**src/rtl/pipelined_adder.sv**
```systemverilog
// pipelined_adder: WIDTH-bit adder/subtractor split into SLICE-bit stages,
// one slice per stage with the carry registered between stages.
// Global-stall valid/ready flow control; latency STAGES cycles.
// Optional macro PIPE_ADDER_OVF_EN adds the signed-overflow output ovf.
module pipelined_adder #(
    parameter int WIDTH = 32,
    parameter int SLICE = 8
) (
    input  logic             clk,
    input  logic             reset,
    input  logic             in_valid,
    output logic             in_ready,
    input  logic [WIDTH-1:0] a,
    input  logic [WIDTH-1:0] b,
    input  logic             cin,
    input  logic             sub,
    output logic             out_valid,
    input  logic             out_ready,
    output logic [WIDTH-1:0] sum,
    output logic             cout
`ifdef PIPE_ADDER_OVF_EN
    ,
    output logic             ovf
`endif
);

    localparam int STAGES = WIDTH / SLICE;

    // Per-stage state: valid bit, skewed operands (upper slices still to be
    // added), deskewed partial sum (lower slices already done) and carry.
    logic [STAGES-1:0] vld_q, vld_d;
    logic [WIDTH-1:0]  a_q [STAGES];
    logic [WIDTH-1:0]  a_d [STAGES];
    logic [WIDTH-1:0]  b_q [STAGES];
    logic [WIDTH-1:0]  b_d [STAGES];
    logic [WIDTH-1:0]  s_q [STAGES];
    logic [WIDTH-1:0]  s_d [STAGES];
    logic              c_q [STAGES];
    logic              c_d [STAGES];
    logic              adv;

`ifdef PIPE_ADDER_OVF_EN
    logic ovf_d, ovf_q;
`endif

    // A single stall signal freezes every stage at once when the output is held.
    assign adv      = ~vld_q[STAGES-1] | out_ready;
    assign in_ready = adv;

    // Next-state for every stage: add one slice on top of the previous stage.
    always_comb begin
        logic [WIDTH-1:0] av;
        logic [WIDTH-1:0] bv;
        logic [WIDTH-1:0] sv;
        logic             cv;
        logic             vv;
        logic [SLICE:0]   t;
        vld_d = '0;
`ifdef PIPE_ADDER_OVF_EN
        ovf_d = 1'b0;
`endif
        for (int unsigned k = 0; k < STAGES; k++) begin
            if (k == 0) begin
                // Subtraction as a + ~b + ~cin, conditioned once at accept.
                av = a;
                bv = sub ? ~b : b;
                cv = sub ? ~cin : cin;
                sv = '0;
                vv = in_valid & in_ready;
            end else begin
                av = a_q[k-1];
                bv = b_q[k-1];
                cv = c_q[k-1];
                sv = s_q[k-1];
                vv = vld_q[k-1];
            end
            t = {1'b0, av[k*SLICE +: SLICE]} + {1'b0, bv[k*SLICE +: SLICE]}
              + {{SLICE{1'b0}}, cv};
            sv[k*SLICE +: SLICE] = t[SLICE-1:0];
            a_d[k]   = av;
            b_d[k]   = bv;
            s_d[k]   = sv;
            c_d[k]   = t[SLICE];
            vld_d[k] = vv;
`ifdef PIPE_ADDER_OVF_EN
            // Carry into the MSB is a^b^s at that bit; XOR with carry out.
            if (k == STAGES - 1)
                ovf_d = av[WIDTH-1] ^ bv[WIDTH-1] ^ t[SLICE-1] ^ t[SLICE];
`endif
        end
    end

    // Pipeline registers: cleared on reset, shifted together when adv is high.
    always_ff @(posedge clk) begin
        if (reset) begin
            vld_q <= '0;
            for (int unsigned k = 0; k < STAGES; k++) begin
                a_q[k] <= '0;
                b_q[k] <= '0;
                s_q[k] <= '0;
                c_q[k] <= 1'b0;
            end
`ifdef PIPE_ADDER_OVF_EN
            ovf_q <= 1'b0;
`endif
        end else if (adv) begin
            vld_q <= vld_d;
            for (int unsigned k = 0; k < STAGES; k++) begin
                a_q[k] <= a_d[k];
                b_q[k] <= b_d[k];
                s_q[k] <= s_d[k];
                c_q[k] <= c_d[k];
            end
`ifdef PIPE_ADDER_OVF_EN
            ovf_q <= ovf_d;
`endif
        end
    end

    assign out_valid = vld_q[STAGES-1];
    assign sum       = s_q[STAGES-1];
    assign cout      = c_q[STAGES-1];
`ifdef PIPE_ADDER_OVF_EN
    assign ovf       = ovf_q;
`endif

endmodule
```
**config.mk**
```make
export PLATFORM = sky130hd
export DESIGN_NAME = pipelined_adder
export DESIGN_NICKNAME = d
export VERILOG_FILES = /design/src/rtl/pipelined_adder.sv
export SDC_FILE = /design/constraint.sdc
export NUM_CORES = 1
export LEC_CHECK = 0
export BUFFER_PORTS_ARGS = -buffer_cell sky130_fd_sc_hd__buf_2
export CAP_MARGIN = 30
export CORE_MARGIN = 2
export CORE_UTILIZATION = 30
export CTS_CLUSTER_DIAMETER = 100
export CTS_CLUSTER_SIZE = 12
export DETAILED_ROUTE_END_ITERATION = 7
export PLACE_DENSITY = 0.58
export REMOVE_ABC_BUFFERS = 1
export SKIP_LAST_GASP = 1
export SYNTH_ARGS = -nofsm -noshare
export SYNTH_HDL_FRONTEND = slang
export SYNTH_SLANG_ARGS = --single-unit
```
**constraint.sdc**
```tcl
create_clock -name clk -period 8.8 [get_ports clk]
set_clock_uncertainty 0.1 [all_clocks]
set_input_delay 2.2 -clock clk [delete_from_list [all_inputs] [get_ports clk]]
set_output_delay 2.2 -clock clk [all_outputs]
set_load 0.05 [all_outputs]
```
# Word level (Yosys, flattened, before mapping)
# Memory sizes are Yosys's and may differ from the RTL's.
# Cells that the tools add are included.
[word_totals]
input_bits = 70
ff_bits = 4
out_inout_bits = 35
mem_bits_rw = 388
mem_bits_ro = 0
word_cells = 57
mem_count = 4
latch_bits = 0
[classes]
n_reduce_logical = 0
order_cmp = 0
n_eq_ne = 0
div_mod_pow = 0
add_sub_neg = 8
bitwise = 21
muxes = 23
shift = 0
mul = 0
[mem_list]
columns = ["memory", "depth", "width", "rd", "rd_clocked_by_memory_dff", "write_ports", "line", "source"]
rows = [
  ["a_q", 4, 32, 3, 0, 4, "32", "logic [WIDTH-1:0] a_q [STAGES];"],
  ["b_q", 4, 32, 3, 0, 4, "34", "logic [WIDTH-1:0] b_q [STAGES];"],
  ["s_q", 4, 32, 4, 0, 4, "36", "logic [WIDTH-1:0] s_q [STAGES];"],
  ["c_q", 4, 1, 4, 0, 4, "38", "logic c_q [STAGES];"],
]
[ops]
columns = ["cell", "count"]
rows = [
  ["two-way mux 32 bit", 13],
  ["adder 8 x 8 -> 9 bit", 4],
  ["adder 9 x 1 -> 9 bit", 4],
  ["inverter 32 bit", 1],
  ["bitwise OR 1 bit", 17],
  ["two-way mux 1 bit", 10],
  ["inverter 1 bit", 2],
  ["AND 1 bit", 1],
]

# Longest topological paths before layout
[logic_depth]
ltp_word = 6
mapped_depth = 10
depth_no_buf = 8

# Least setup slack after synthesis
# No wires, ideal clock.
[synth_path]
path_type = "input -> register"
startpoint = "input reset"
endpoint = "memory a_q[0][10], enable pin"
path_buffers = 0
t_required_ns = 8.127
cell_stages = 1
arrival_ns = 6.524
path_slack_ns = 1.603
setup_time_ns = 0.573
cell_sequence = "nand2b_1"
[synth_rtl]
columns = ["item", "line", "source"]
rows = [
  ["start, declared", "10", "input logic reset,"],
  ["end, declared", "32", ""],
]

# Worst setup path after layout
[layout_path]
startpoint = "input out_ready"
endpoint = "output in_ready"
[layout_via]
elab_chain_len = 1
[layout_lines]
columns = ["item", "line", "source"]
rows = [
  ["start, declared", "18", "input logic out_ready,"],
  ["bitwise OR 1 bit", "47", "assign adv = ~vld_q[STAGES-1] | out_ready;"],
  ["end, declared", "12", "output logic in_ready,"],
]
# Every way passes these cells.

==> impl_metrics.json <==
{
  "cts_root_buf": "clkbuf_16",
  "synthFlopType": "edfxtp_1",
  "antenna_found_initial": 0,
  "tritoncts": "built",
  "cts.clk_slew.worst_paths_ns": 0.08,
  "wl_per_cell_um": 12.50,
  "grt_util_met2": 0.1695,
  "layout.nets": 814,
  "io_pins": 105,
  "p_total_mw": 2.005,
  "grt_pass1_wl_um": 21870,
  "crit_family": "buffers and inverters",
  "finalHoldViolations": 0,
  "busiest_layer": "met2",
  "synth_edf_count": 180,
  "regArea_um2": 5485,
  "ir_drop_uv": 90.29,
  "routabilityCongestion": 0.7849,
  "drv_slew": 0,
  "initial_core_util": 0.3024,
  "fp.dieW_um": 170.7,
  "worst_ep_arrival_time_ns": 2.86,
  "vias": 4629,
  "core-area_um2": 27550,
  "synth_top_area_frac": 0.6486,
  "grt_pass1_vias": 4482,
  "synth_area_um2": 8333,
  "cp_slowest_cell": "nor2b_4",
  "setup_tns_ns": 0,
  "ys_seq_area_frac": 0.6583,
  "cts_buffer_depth": 2,
  "htree_levels": 4,
  "power.leakage_nw": 4.135,
  "io_buffers": 104,
  "numCtsBuffers": 17,
  "drive_gt1_frac": 0.1969,
  "min_path_type": "flop to flop",
  "clock_latency_ns": 0.42,
  "gr-total-overflow": 0,
  "start_kind": "input pin",
  "postRouteAntennaNets": 0,
  "vias_per_cell": 4.212,
  "rsz0062_at_grt": "no",
  "pre_cts_slack_ns": 3.633,
  "drc": 0,
  "cp_cell_sequence": "buf_2, nor2b_4, inv_1, buf_2",
  "grt_usage": 0.09664,
  "first_iter_violations": 300,
  "postCtsSetupBuffers": 0,
  "fin_crit_sh": 0.5866,
  "fill_cells": 2695,
  "status": "complete, no violations",
  "synth_top_cell_by_area": "edfxtp_1",
  "cts_sinks": 184,
  "period_needed_ns": 5.162,
  "post_dp_cell_area_um2": 9271,
  "slew_headroom": 0.4111,
  "tightest_slew_ns": 0.8833,
  "dieArea_um2": 29130,
  "rows": 61,
  "cp_max_fo": 9,
  "wirelength_um": 13740,
  "cts_resized": 0,
  "fmax_mhz": 193.7,
  "multiInputGateArea_um2": 2701,
  "die-height_um": 170.7,
  "use_met1": 0.1149,
  "ys_warn_count": 0,
  "ys_async_sr_fraction": 0,
  "crit_top_cell": "buf_2",
  "ys_types": 43,
  "synth_area_leaders": "edfxtp_1 (65%), and2_1 (9.5%), ha_1 (4.2%), xnor2_1 (2.9%), nor2_1 (2.3%)",
  "synth_cells": 606,
  "worstSetupPathType": "input pin to primary output",
  "grt_max_degree": 99,
  "max_stage_delay_ns": 0.28,
  "power_density_nw_per_um2": 203.4,
  "ys_seq_elements": 184,
  "worst_slack_ns": 3.638,
  "avgSynthCellArea_um2": 13.75,
  "area_growth_pct": 18.29,
  "critPathRequiredTime_ns": 6.50,
  "hold_ws_ns": 0.3906,
  "dr.pass1.iters": 6,
  "grt_use_met3": 0.02221,
  "finalSetupViolCount": 0,
  "endpoint_kind": "primary output",
  "n_antenna_cell": 0,
  "dp_hpwl_um": 8599,
  "drv_cap": 0,
  "fin_area_um2": 9857,
  "path_buf_inv": 3,
  "hold_buffers": 0
}
[routing by layer]
metal	part of all wire	up-vias
li1	-	2377
met1	0.45	2183
met2	0.51	62
met3	0.031	7
met4	0.011	0
met5	0	-
[synth_stat cells (all sizes together) (2+ instances only)]
| cell type | count |
|---|---|
| and2 | 126 |
| o2111ai | 4 |
| xnor2 | 28 |
| buf | 6 |
| a21oi | 10 |
| o21bai | 3 |
| o211ai | 2 |
| nand2 | 4 |
| edfxtp | 180 |
| nand3 | 9 |
| nand2b | 5 |
| o21ai | 21 |
| a211oi | 12 |
| nor3b | 3 |
| or4b | 2 |
| xor2 | 9 |
| mux2i | 4 |
| or4 | 4 |
| nor2 | 50 |
| nor2b | 11 |
| dfxtp | 4 |
| a21o | 4 |
| fa | 8 |
| o31a | 4 |
| nor3 | 16 |
| inv | 13 |
| nand4b | 2 |
| o21a | 5 |
| ha | 28 |
| clkbuf | 19 |
[metrics by stage]
| stage | util | instances |
|---|---|---|
| 4_1_cts | 0.3577 | 1099 |
| 3_5_place_dp | 0.3365 | 1067 |
| 3_3_place_gp | 0.3358 | 1066 |
| 6_report | 0.3577 | 1099 |
| 2_1_floorplan | - | 581 |
| 5_1_grt | 0.3577 | 1099 |
[tightest hold or removal path, cell delays in order, from the launching register on]
cell     delay, ns
dfxtp_1       0.34
nor2_1        0.05
nor2_1        0.07
[registers in the layout, summed over array words and instances, names as in the netlist]
signal	count
s_q	80
a_q	48
b_q	48
c_q	4
vld_q	4
[placed cells by master, fill, tap and decap left out, types with 3 or more instances in the layout]
cell,synthesis,final
a21oi_1,10,10
edfxtp_1,180,180
buf_2,3,104
xnor2_1,28,28
nor2b_1,10,10
o31a_1,4,4
o21ai_0,21,21
clkbuf_16,0,17
dfxtp_1,4,4
fa_1,8,8
a211oi_1,12,12
or4_1,4,4
nand2b_1,5,4
buf_4,0,3
nor3b_1,3,3
inv_1,13,13
mux2i_1,4,4
nand2_1,4,4
ha_1,28,28
a21o_1,4,4
inv_8,0,5
o21a_1,5,5
xor2_1,9,9
nor3_1,16,16
and2_1,126,126
nor2_1,50,49
o2111ai_1,4,4
o21bai_1,3,3
nand3_1,9,9
[area by class of cell]
class | count | area share
Clock inverter | 15 | 0.01625
Multi-Input combinational cell | 384 | 0.2741
Inverter | 13 | 0.004950
Clock buffer | 17 | 0.04316
Tap cell | 378 | 0.04798
Timing Repair Buffer | 108 | 0.05712
Sequential cell | 184 | 0.5565
[power breakdown]
part           leakage [nW]  switching [mW]  internal (mW)  total (mW)
Sequential             2.17          0.0148           1.03        1.04
Combinational          1.68           0.120         0.0825       0.202
Clock                 0.281           0.357          0.403       0.760
Total                  4.13           0.491           1.51        2.00
[final timing paths]
check	startpoint	cells after the start	slack, ns	end
setup / recovery	out_ready	4	3.64	in_ready
hold reg to reg	vld_q[2]	2	0.39	vld_q[3]
hold / removal	vld_q[2]	2	0.39	vld_q[3]
setup reg to reg	vld_q[3]	5	6.27	c_q[3]
[cell families after synthesis]
group                    synth area share
AND/OR/NAND/NOR                    0.1623
multiplexers                     0.004805
buffers and inverters             0.01937
AO/OA/AOI/OAI                     0.05511
flip-flops                         0.6583
XOR/XNOR                          0.03889
adder cells (fa/ha/maj)           0.06126
Power figures use the tool's default switching activity.
